$ cat config.mk
export PLATFORM = sky130hd
export DESIGN_NAME = i2c_txn_sched
export DESIGN_NICKNAME = d
export VERILOG_FILES = /design/src/rtl/i2c_pkg.sv /design/src/rtl/sync_fifo.sv /design/src/rtl/i2c_txn_sched.sv
export SDC_FILE = /design/constraint.sdc
export NUM_CORES = 1
export LEC_CHECK = 0
export CAP_MARGIN = 40
export CORE_ASPECT_RATIO = 0.6
export CORE_UTILIZATION = 55
export DETAILED_ROUTE_END_ITERATION = 8
export GPL_ROUTABILITY_DRIVEN = 0
export GPL_TIMING_DRIVEN = 0
export HOLD_SLACK_MARGIN = 0.1
export PLACE_DENSITY = 0.78
export SYNTH_ARGS = -nofsm -noshare
export SYNTH_HDL_FRONTEND = slang
export SYNTH_SLANG_ARGS = --single-unit
$ cat constraint.sdc
create_clock -name CLK -period 4.65 [get_ports CLK]
set_clock_uncertainty 0.05 [all_clocks]
set_input_delay 1.395 -clock CLK [delete_from_list [all_inputs] [get_ports CLK]]
set_output_delay 1.395 -clock CLK [all_outputs]
set_load 0.05 [all_outputs]
$ cat src/rtl/i2c_pkg.sv
// Shared types for the I2C transaction scheduler.
//   i2c_cmd_t     : one queued host command {addr, write, len}
//   sched_state_e : dispatch FSM states
//   I2C_READ_FILL : filler byte sent in the data slots of a read burst, used only as a length count
package i2c_pkg;

  typedef struct packed {
    logic [6:0] addr;
    logic       write;
    logic [3:0] len;
  } i2c_cmd_t;

  typedef enum logic [1:0] {
    IDLE,
    CHECK,
    ADDR,
    DATA
  } sched_state_e;

  localparam logic [7:0] I2C_READ_FILL = 8'h00;

endpackage

$ cat src/rtl/sync_fifo.sv
// First-word-fall-through synchronous FIFO with occupancy count.
//   CLK, RST               : clock, synchronous active-high reset
//   push_valid/push_ready  : write handshake, push_data is stored on valid&ready
//   pop_valid/pop_ready    : read handshake, pop_data is the current head
//   count                  : number of stored entries (0..DEPTH)
module sync_fifo #(
  parameter int WIDTH = 8,
  parameter int DEPTH = 16
) (
  input  logic                   CLK,
  input  logic                   RST,
  input  logic                   push_valid,
  output logic                   push_ready,
  input  logic [WIDTH-1:0]       push_data,
  output logic                   pop_valid,
  input  logic                   pop_ready,
  output logic [WIDTH-1:0]       pop_data,
  output logic [$clog2(DEPTH):0] count
);

  localparam int AW = $clog2(DEPTH);
  localparam logic [AW:0] PTR_ONE = (AW+1)'(1);

  logic [WIDTH-1:0] mem [DEPTH];
  logic [AW:0]      wr_ptr;
  logic [AW:0]      rd_ptr;
  logic             full;
  logic             do_push;
  logic             do_pop;

  // Pointers carry one extra wrap bit: equal means empty, equal index with
  // differing wrap bit means full.
  assign full       = (wr_ptr[AW] != rd_ptr[AW]) && (wr_ptr[AW-1:0] == rd_ptr[AW-1:0]);
  assign pop_valid  = (wr_ptr != rd_ptr);
  assign pop_data   = mem[rd_ptr[AW-1:0]];
  assign do_pop     = pop_valid && pop_ready;
  // A full FIFO still accepts a push in a cycle where the head is popped.
  assign push_ready = !full || do_pop;
  assign do_push    = push_valid && push_ready;
  assign count      = wr_ptr - rd_ptr;

  always_ff @(posedge CLK) begin
    if (RST) begin
      wr_ptr <= '0;
      rd_ptr <= '0;
    end else begin
      if (do_push) wr_ptr <= wr_ptr + PTR_ONE;
      if (do_pop)  rd_ptr <= rd_ptr + PTR_ONE;
    end
  end

  always_ff @(posedge CLK) begin
    if (do_push) mem[wr_ptr[AW-1:0]] <= push_data;
  end

endmodule

$ cat src/rtl/i2c_txn_sched.sv
// Host-side transaction scheduler in front of an I2C master byte interface.
// Buffers commands and write bytes, replays each command as one contiguous
// m_pushin burst (address byte then len data slots), and collects returned
// read bytes into a read FIFO. Read space is reserved before a read is
// dispatched so returned bytes are not lost.
//   CLK, RST                      : clock, synchronous active-high reset
//   cmd_valid/ready/addr/write/len: host command input
//   wr_valid/ready/data           : host write-byte input
//   rd_valid/ready/data           : host read-byte output
//   m_canin, m_pushin, m_data_in  : burst toward the master
//   m_pushout, m_data_out         : read bytes returned by the master
//   busy                          : FSM active or read bytes still expected
//   rd_overflow                   : sticky, a returned byte hit a full read FIFO
module i2c_txn_sched
  import i2c_pkg::*;
#(
  parameter int CDEPTH = 4,
  parameter int WDEPTH = 16,
  parameter int RDEPTH = 16
) (
  input  logic       CLK,
  input  logic       RST,
  input  logic       cmd_valid,
  output logic       cmd_ready,
  input  logic [6:0] cmd_addr,
  input  logic       cmd_write,
  input  logic [3:0] cmd_len,
  input  logic       wr_valid,
  output logic       wr_ready,
  input  logic [7:0] wr_data,
  output logic       rd_valid,
  input  logic       rd_ready,
  output logic [7:0] rd_data,
  input  logic       m_canin,
  output logic       m_pushin,
  output logic [7:0] m_data_in,
  input  logic       m_pushout,
  input  logic [7:0] m_data_out,
  output logic       busy,
  output logic       rd_overflow
);

  localparam int CCW = $clog2(CDEPTH) + 1;
  localparam int WCW = $clog2(WDEPTH) + 1;
  localparam int RCW = $clog2(RDEPTH) + 1;
  localparam logic [RCW+1:0] RD_CAP = (RCW+2)'(RDEPTH);

  sched_state_e   state;
  logic [3:0]     remaining;
  logic           cur_write;
  logic [RCW-1:0] outstanding;
  logic [RCW-1:0] out_sum;
  logic [RCW-1:0] out_next;

  i2c_cmd_t       cmd_in;
  i2c_cmd_t       cmd_head;
  logic           cmd_pop_valid;
  logic           cmd_pop;
  logic [CCW-1:0] cmd_count;

  logic           wr_pop_valid;
  logic           wr_pop;
  logic [7:0]     wr_head;
  logic [WCW-1:0] wr_count;

  logic           rd_push_ready;
  logic [RCW-1:0] rd_count;

  logic           write_ok;
  logic           read_ok;
  logic           launch_ok;
  logic           dispatch_read;

  assign cmd_in = {cmd_addr, cmd_write, cmd_len};

  sync_fifo #(.WIDTH($bits(i2c_cmd_t)), .DEPTH(CDEPTH)) u_cmd_fifo (
    .CLK        (CLK),
    .RST        (RST),
    .push_valid (cmd_valid),
    .push_ready (cmd_ready),
    .push_data  (cmd_in),
    .pop_valid  (cmd_pop_valid),
    .pop_ready  (cmd_pop),
    .pop_data   (cmd_head),
    .count      (cmd_count)
  );

  sync_fifo #(.WIDTH(8), .DEPTH(WDEPTH)) u_wr_fifo (
    .CLK        (CLK),
    .RST        (RST),
    .push_valid (wr_valid),
    .push_ready (wr_ready),
    .push_data  (wr_data),
    .pop_valid  (wr_pop_valid),
    .pop_ready  (wr_pop),
    .pop_data   (wr_head),
    .count      (wr_count)
  );

  sync_fifo #(.WIDTH(8), .DEPTH(RDEPTH)) u_rd_fifo (
    .CLK        (CLK),
    .RST        (RST),
    .push_valid (m_pushout),
    .push_ready (rd_push_ready),
    .push_data  (m_data_out),
    .pop_valid  (rd_valid),
    .pop_ready  (rd_ready),
    .pop_data   (rd_data),
    .count      (rd_count)
  );

  // A write may only start once every byte of its burst is buffered; a read
  // may only start once the read FIFO can hold everything already promised
  // plus this command's bytes.
  assign write_ok  = wr_count >= {{(WCW-4){1'b0}}, cmd_head.len};
  assign read_ok   = ({2'b00, rd_count} + {2'b00, outstanding}
                      + {{(RCW-2){1'b0}}, cmd_head.len}) <= RD_CAP;
  assign launch_ok = cmd_head.write ? write_ok : read_ok;

  assign cmd_pop = (state == ADDR) && m_canin && cmd_pop_valid;

  // The first write byte is popped on the edge the address is accepted, the
  // rest on each DATA edge that still has another byte to present.
  assign wr_pop = wr_pop_valid &&
                  (((state == ADDR) && m_canin && cmd_head.write && (cmd_head.len != 4'd0)) ||
                   ((state == DATA) && cur_write && (remaining != 4'd1)));

  assign dispatch_read = (state == ADDR) && m_canin && !cmd_head.write;

  // Reservation on dispatch and release on return combine in one update; a
  // return with nothing outstanding leaves the counter at zero.
  always_comb begin
    out_sum  = outstanding + (dispatch_read ? {{(RCW-4){1'b0}}, cmd_head.len} : '0);
    out_next = out_sum;
    if (m_pushout && (out_sum != '0)) out_next = out_sum - RCW'(1);
  end

  always_ff @(posedge CLK) begin
    if (RST) begin
      outstanding <= '0;
      rd_overflow <= 1'b0;
    end else begin
      outstanding <= out_next;
      if (m_pushout && !rd_push_ready) rd_overflow <= 1'b1;
    end
  end

  // Dispatch FSM. m_pushin/m_data_in are registered here so the master sees
  // a glitch-free burst: address in ADDR (held until m_canin), then exactly
  // len data slots in DATA.
  always_ff @(posedge CLK) begin
    if (RST) begin
      state     <= IDLE;
      m_pushin  <= 1'b0;
      m_data_in <= 8'h00;
      remaining <= 4'd0;
      cur_write <= 1'b0;
    end else begin
      case (state)
        IDLE: begin
          if (cmd_count != '0) state <= CHECK;
        end
        CHECK: begin
          if (launch_ok) begin
            m_pushin  <= 1'b1;
            m_data_in <= {cmd_head.addr, cmd_head.write};
            state     <= ADDR;
          end
        end
        ADDR: begin
          if (m_canin) begin
            if (cmd_head.len == 4'd0) begin
              m_pushin  <= 1'b0;
              m_data_in <= 8'h00;
              state     <= IDLE;
            end else begin
              remaining <= cmd_head.len;
              cur_write <= cmd_head.write;
              m_data_in <= cmd_head.write ? wr_head : I2C_READ_FILL;
              state     <= DATA;
            end
          end
        end
        DATA: begin
          if (remaining == 4'd1) begin
            m_pushin  <= 1'b0;
            m_data_in <= 8'h00;
            state     <= IDLE;
          end else begin
            remaining <= remaining - 4'd1;
            m_data_in <= cur_write ? wr_head : I2C_READ_FILL;
          end
        end
        default: state <= IDLE;
      endcase
    end
  end

  assign busy = (state != IDLE) || (outstanding != '0);

endmodule

==> impl_results.md <==
- Post-Route Utilization: 0.649
- Crit path buffers/inverters: 3
- Area delta synth->final: 13.7%
- WP data arrival: 3170 ps
- P per Cell Area: 463 nW/um2
- Status: complete, no violations
- Ports: 57
- Synthesized area per cell: 16.2 um2
- Share of layout cells above drive strength 1: 0.147
- Antenna Nets Post-Route: 0
- Sink Count: 362
- TNS Setup: 0 ps
- Initial DRC count: 1108
- # setup viols final: 0
- Congestion Overflow GR: 0
- Slew @ Worst Pin: 926 ps
- Pre-CTS WS: -571 ps
- Total GRT Usage: 0.245
- Die area: 28600 um2
- Mapped Area: 15300 um2
- Leakage: 5.72 nW
- Post-route design area: 17400 um2
- Critical path's slowest cell: clkdlybuf4s50_1
- Setup WS post-layout: 38.4 ps
- CP cell instances: clkdlybuf4s50_1 -> nand3b_1 -> buf_4 -> o311ai_4 -> clkdlybuf4s15_2
- Worst-case reg-to-reg path depth: 15
- Port Buf Inserts: 55
- CTS Root Cell: clkbuf_16
- Yosys reg bits: 362
- Most common cell after layout, fill and taps aside: edfxtp_1
- Most common flop cell mapped by yosys: edfxtp_1
- Synth cell types: 60
- Fill cells: 1816
- Crit path time final: 4610 ps
- Row count: 46
- Hold Path Depth: 2
- Commonest cells after routing, fill and taps aside: 304 x edfxtp_1, 76 x nor2_1, 65 x mux4_2
- RSZ-0062 raised after global routing: no
- Worst skew pair latency: 570 ps
- Clk buf depth: 3
- Max Transition Viols Final: 0
- Synth Warn #: 0
- Initial antenna violation count: 2
- Crit-path max FO: 6
- Placed instance area: 16400 um2
- Worst-path clk slew: 70 ps
- Number of global-route vias before repair: 8346
- First-pass iteration count of the detailed router: 5
- DRC: 0
- Largest delay contributor family on the critical path: buffers and inverters
- Pwr Total: 8.08 mW
- Largest net degree at the start of global routing: 17
- CP startpoint kind: primary input
- Mapped Cells: 947
- Worst min path class: reg2reg
- CTS Buf Count: 31
- Final nets: 1132
- Async set-reset flop share out of synthesis: 0
- WHS Endpoint: m_data_in[0]
- Max Clk Rate: 217 MHz
- DRT Wirelength: 34000 um
- CTS HTree Levels: 1
- CP endpoint kind: primary output
- Relative slew slack: 0.380
- DR vias: 8781
- Period utilization: 0.992
- FF-to-FF setup slack: 260 ps
- Die Ht: 131 um
- Post-synthesis sequential area ratio: 0.671
- FF-to-FF End: m_data_in[2]
- Placeable Area: 26900 um2
- MaxCap Viol Count: 0
- DPL Wire Length: 24200 um
- CTS tree: yes
- Number of antenna diodes: 0
- Global-route wire length before repair: 51700 um
- Critical path's largest stage delay: 590 ps
- Worst Path Required: 3200 ps
- Die width: 218 um
- Final-report hold violation count: 0
- DR WL/cell: 23.8 um
- Post-Syn Nets: 1032
- Worst Setup Path Type: in2out
- DR vias/cell: 6.14
- Hold Crit Start: m_data_in[0]
- Peak VDD IR: 0.000295 V
- Starting Density: 0.570
- Number of synthesized flops with an enable pin: 304
## timing repair
item,CTS,global route
resized for setup,17,2
endpoints found under the setup margin,10,17
cloned,0,0
hold buffers,0,0
setup buffers,2,0
## worst min-delay path, delay by kind of cell (launching register included)
family | cells | cell delay [ps]
flops | 1 | 310
buf+inv | 1 | 50
compound gates | 1 | 50
## logic make-up (layout without fill, tap and decap cells)
group | count (synthesis) | in the layout | synth area share
muxes | 104 | 104 | 0.124
xor gates and xnor gates | 36 | 36 | 0.0206
and+or+nand+nor | 183 | 183 | 0.0591
buffers and inverters | 92 | 216 | 0.0253
adders and majority gates | 50 | 50 | 0.0447
AOI/OAI and AO/OA | 120 | 120 | 0.0550
DFF | 362 | 362 | 0.671
## flip-flops by register name, indices dropped and copies added, names as in the netlist, named ones only
signal and flops:
u_rd_fifo.wr_ptr 5, u_cmd_fifo.mem 48, state 2, u_rd_fifo.mem 128, remaining 4, rd_overflow 1, cur_write 1, u_rd_fifo.rd_ptr 5
u_wr_fifo.mem 128, m_pushin 1, u_wr_fifo.wr_ptr 5, u_cmd_fifo.wr_ptr 3, outstanding 5, u_cmd_fifo.rd_ptr 3, m_data_in 8, u_wr_fifo.rd_ptr 5
## area by class of cell
| cell class | instances | area (um2) | area share |
|---|---|---|---|
| Timing Repair Buffer | 68 | 638 | 0.0366 |
| Clock buffer | 45 | 868 | 0.0498 |
| Inverter | 49 | 184 | 0.0105 |
| Clock inverter | 12 | 116 | 0.00667 |
| Multi-Input combinational cell | 493 | 4680 | 0.269 |
| Sequential cell | 362 | 10300 | 0.590 |
| Buffer | 42 | 204 | 0.0117 |
| Tap cell | 360 | 450 | 0.0258 |
## worst max-delay path by stage
stage	endpoint	start	slack [ps]	depth (start not counted)
6_report	wr_ready	m_canin	40	5
5_1_grt	wr_ready	m_canin	7	5
4_1_cts	rd_data[3]	flip-flop	-5	6
3_5_place_dp	wr_ready	m_canin	-570	4
3_3_place_gp	wr_ready	m_canin	-590	4
2_1_floorplan	outstanding[3]	m_canin	710	9
## through the flow
stage,hold WS [ps],instances
2_1_floorplan,404,947
3_3_place_gp,397,1362
3_5_place_dp,408,1371
4_1_cts,419,1430
5_1_grt,451,1431
6_report,411,1431
## Yosys cell counts, drive strengths merged, types with 2 or more instances
| library cell | number | share of area |
|---|---|---|
| nand3b | 2 | 0.00098 |
| nand3 | 5 | 0.0020 |
| nor2b | 4 | 0.0016 |
| a211oi | 26 | 0.013 |
| nor2 | 76 | 0.019 |
| edfxtp | 304 | 0.60 |
| and3 | 6 | 0.0024 |
| nor4 | 3 | 0.0022 |
| o21ai | 27 | 0.0088 |
| a311oi | 2 | 0.0011 |
| ha | 42 | 0.034 |
| inv | 49 | 0.012 |
| nand2 | 28 | 0.0073 |
| xnor2 | 22 | 0.013 |
| clkbuf | 23 | 0.0056 |
| a221oi | 13 | 0.0074 |
| buf | 20 | 0.0077 |
| nand2b | 14 | 0.0057 |
| nor3 | 14 | 0.0046 |
| xor2 | 14 | 0.0080 |
| fa | 8 | 0.010 |
| o211ai | 2 | 0.00098 |
| nand4 | 10 | 0.0041 |
| and2 | 13 | 0.0053 |
| mux2i | 35 | 0.023 |
| or3b | 2 | 0.0011 |
| a22oi | 11 | 0.0054 |
| dfxtp | 58 | 0.076 |
| o31a | 2 | 0.0012 |
| a21o | 6 | 0.0029 |
| mux4 | 68 | 0.10 |
| a21oi | 21 | 0.0071 |
## report_power, final
part / internal (mW) / total, mW / switching (mW)
Combinational: 0.689 / 1.77 / 1.08
Sequential: 3.65 / 3.76 / 0.105
Clock: 1.41 / 2.55 / 1.14
Total: 5.75 / 8.08 / 2.33
## routing by layer
layer  track usage  routed length [um]
met1         0.427               16100
met2         0.306               13200
met3        0.0613                4280
met4        0.0399                 408
met5             0                  11
No activity file was read; power rests on OpenSTA's default activity.
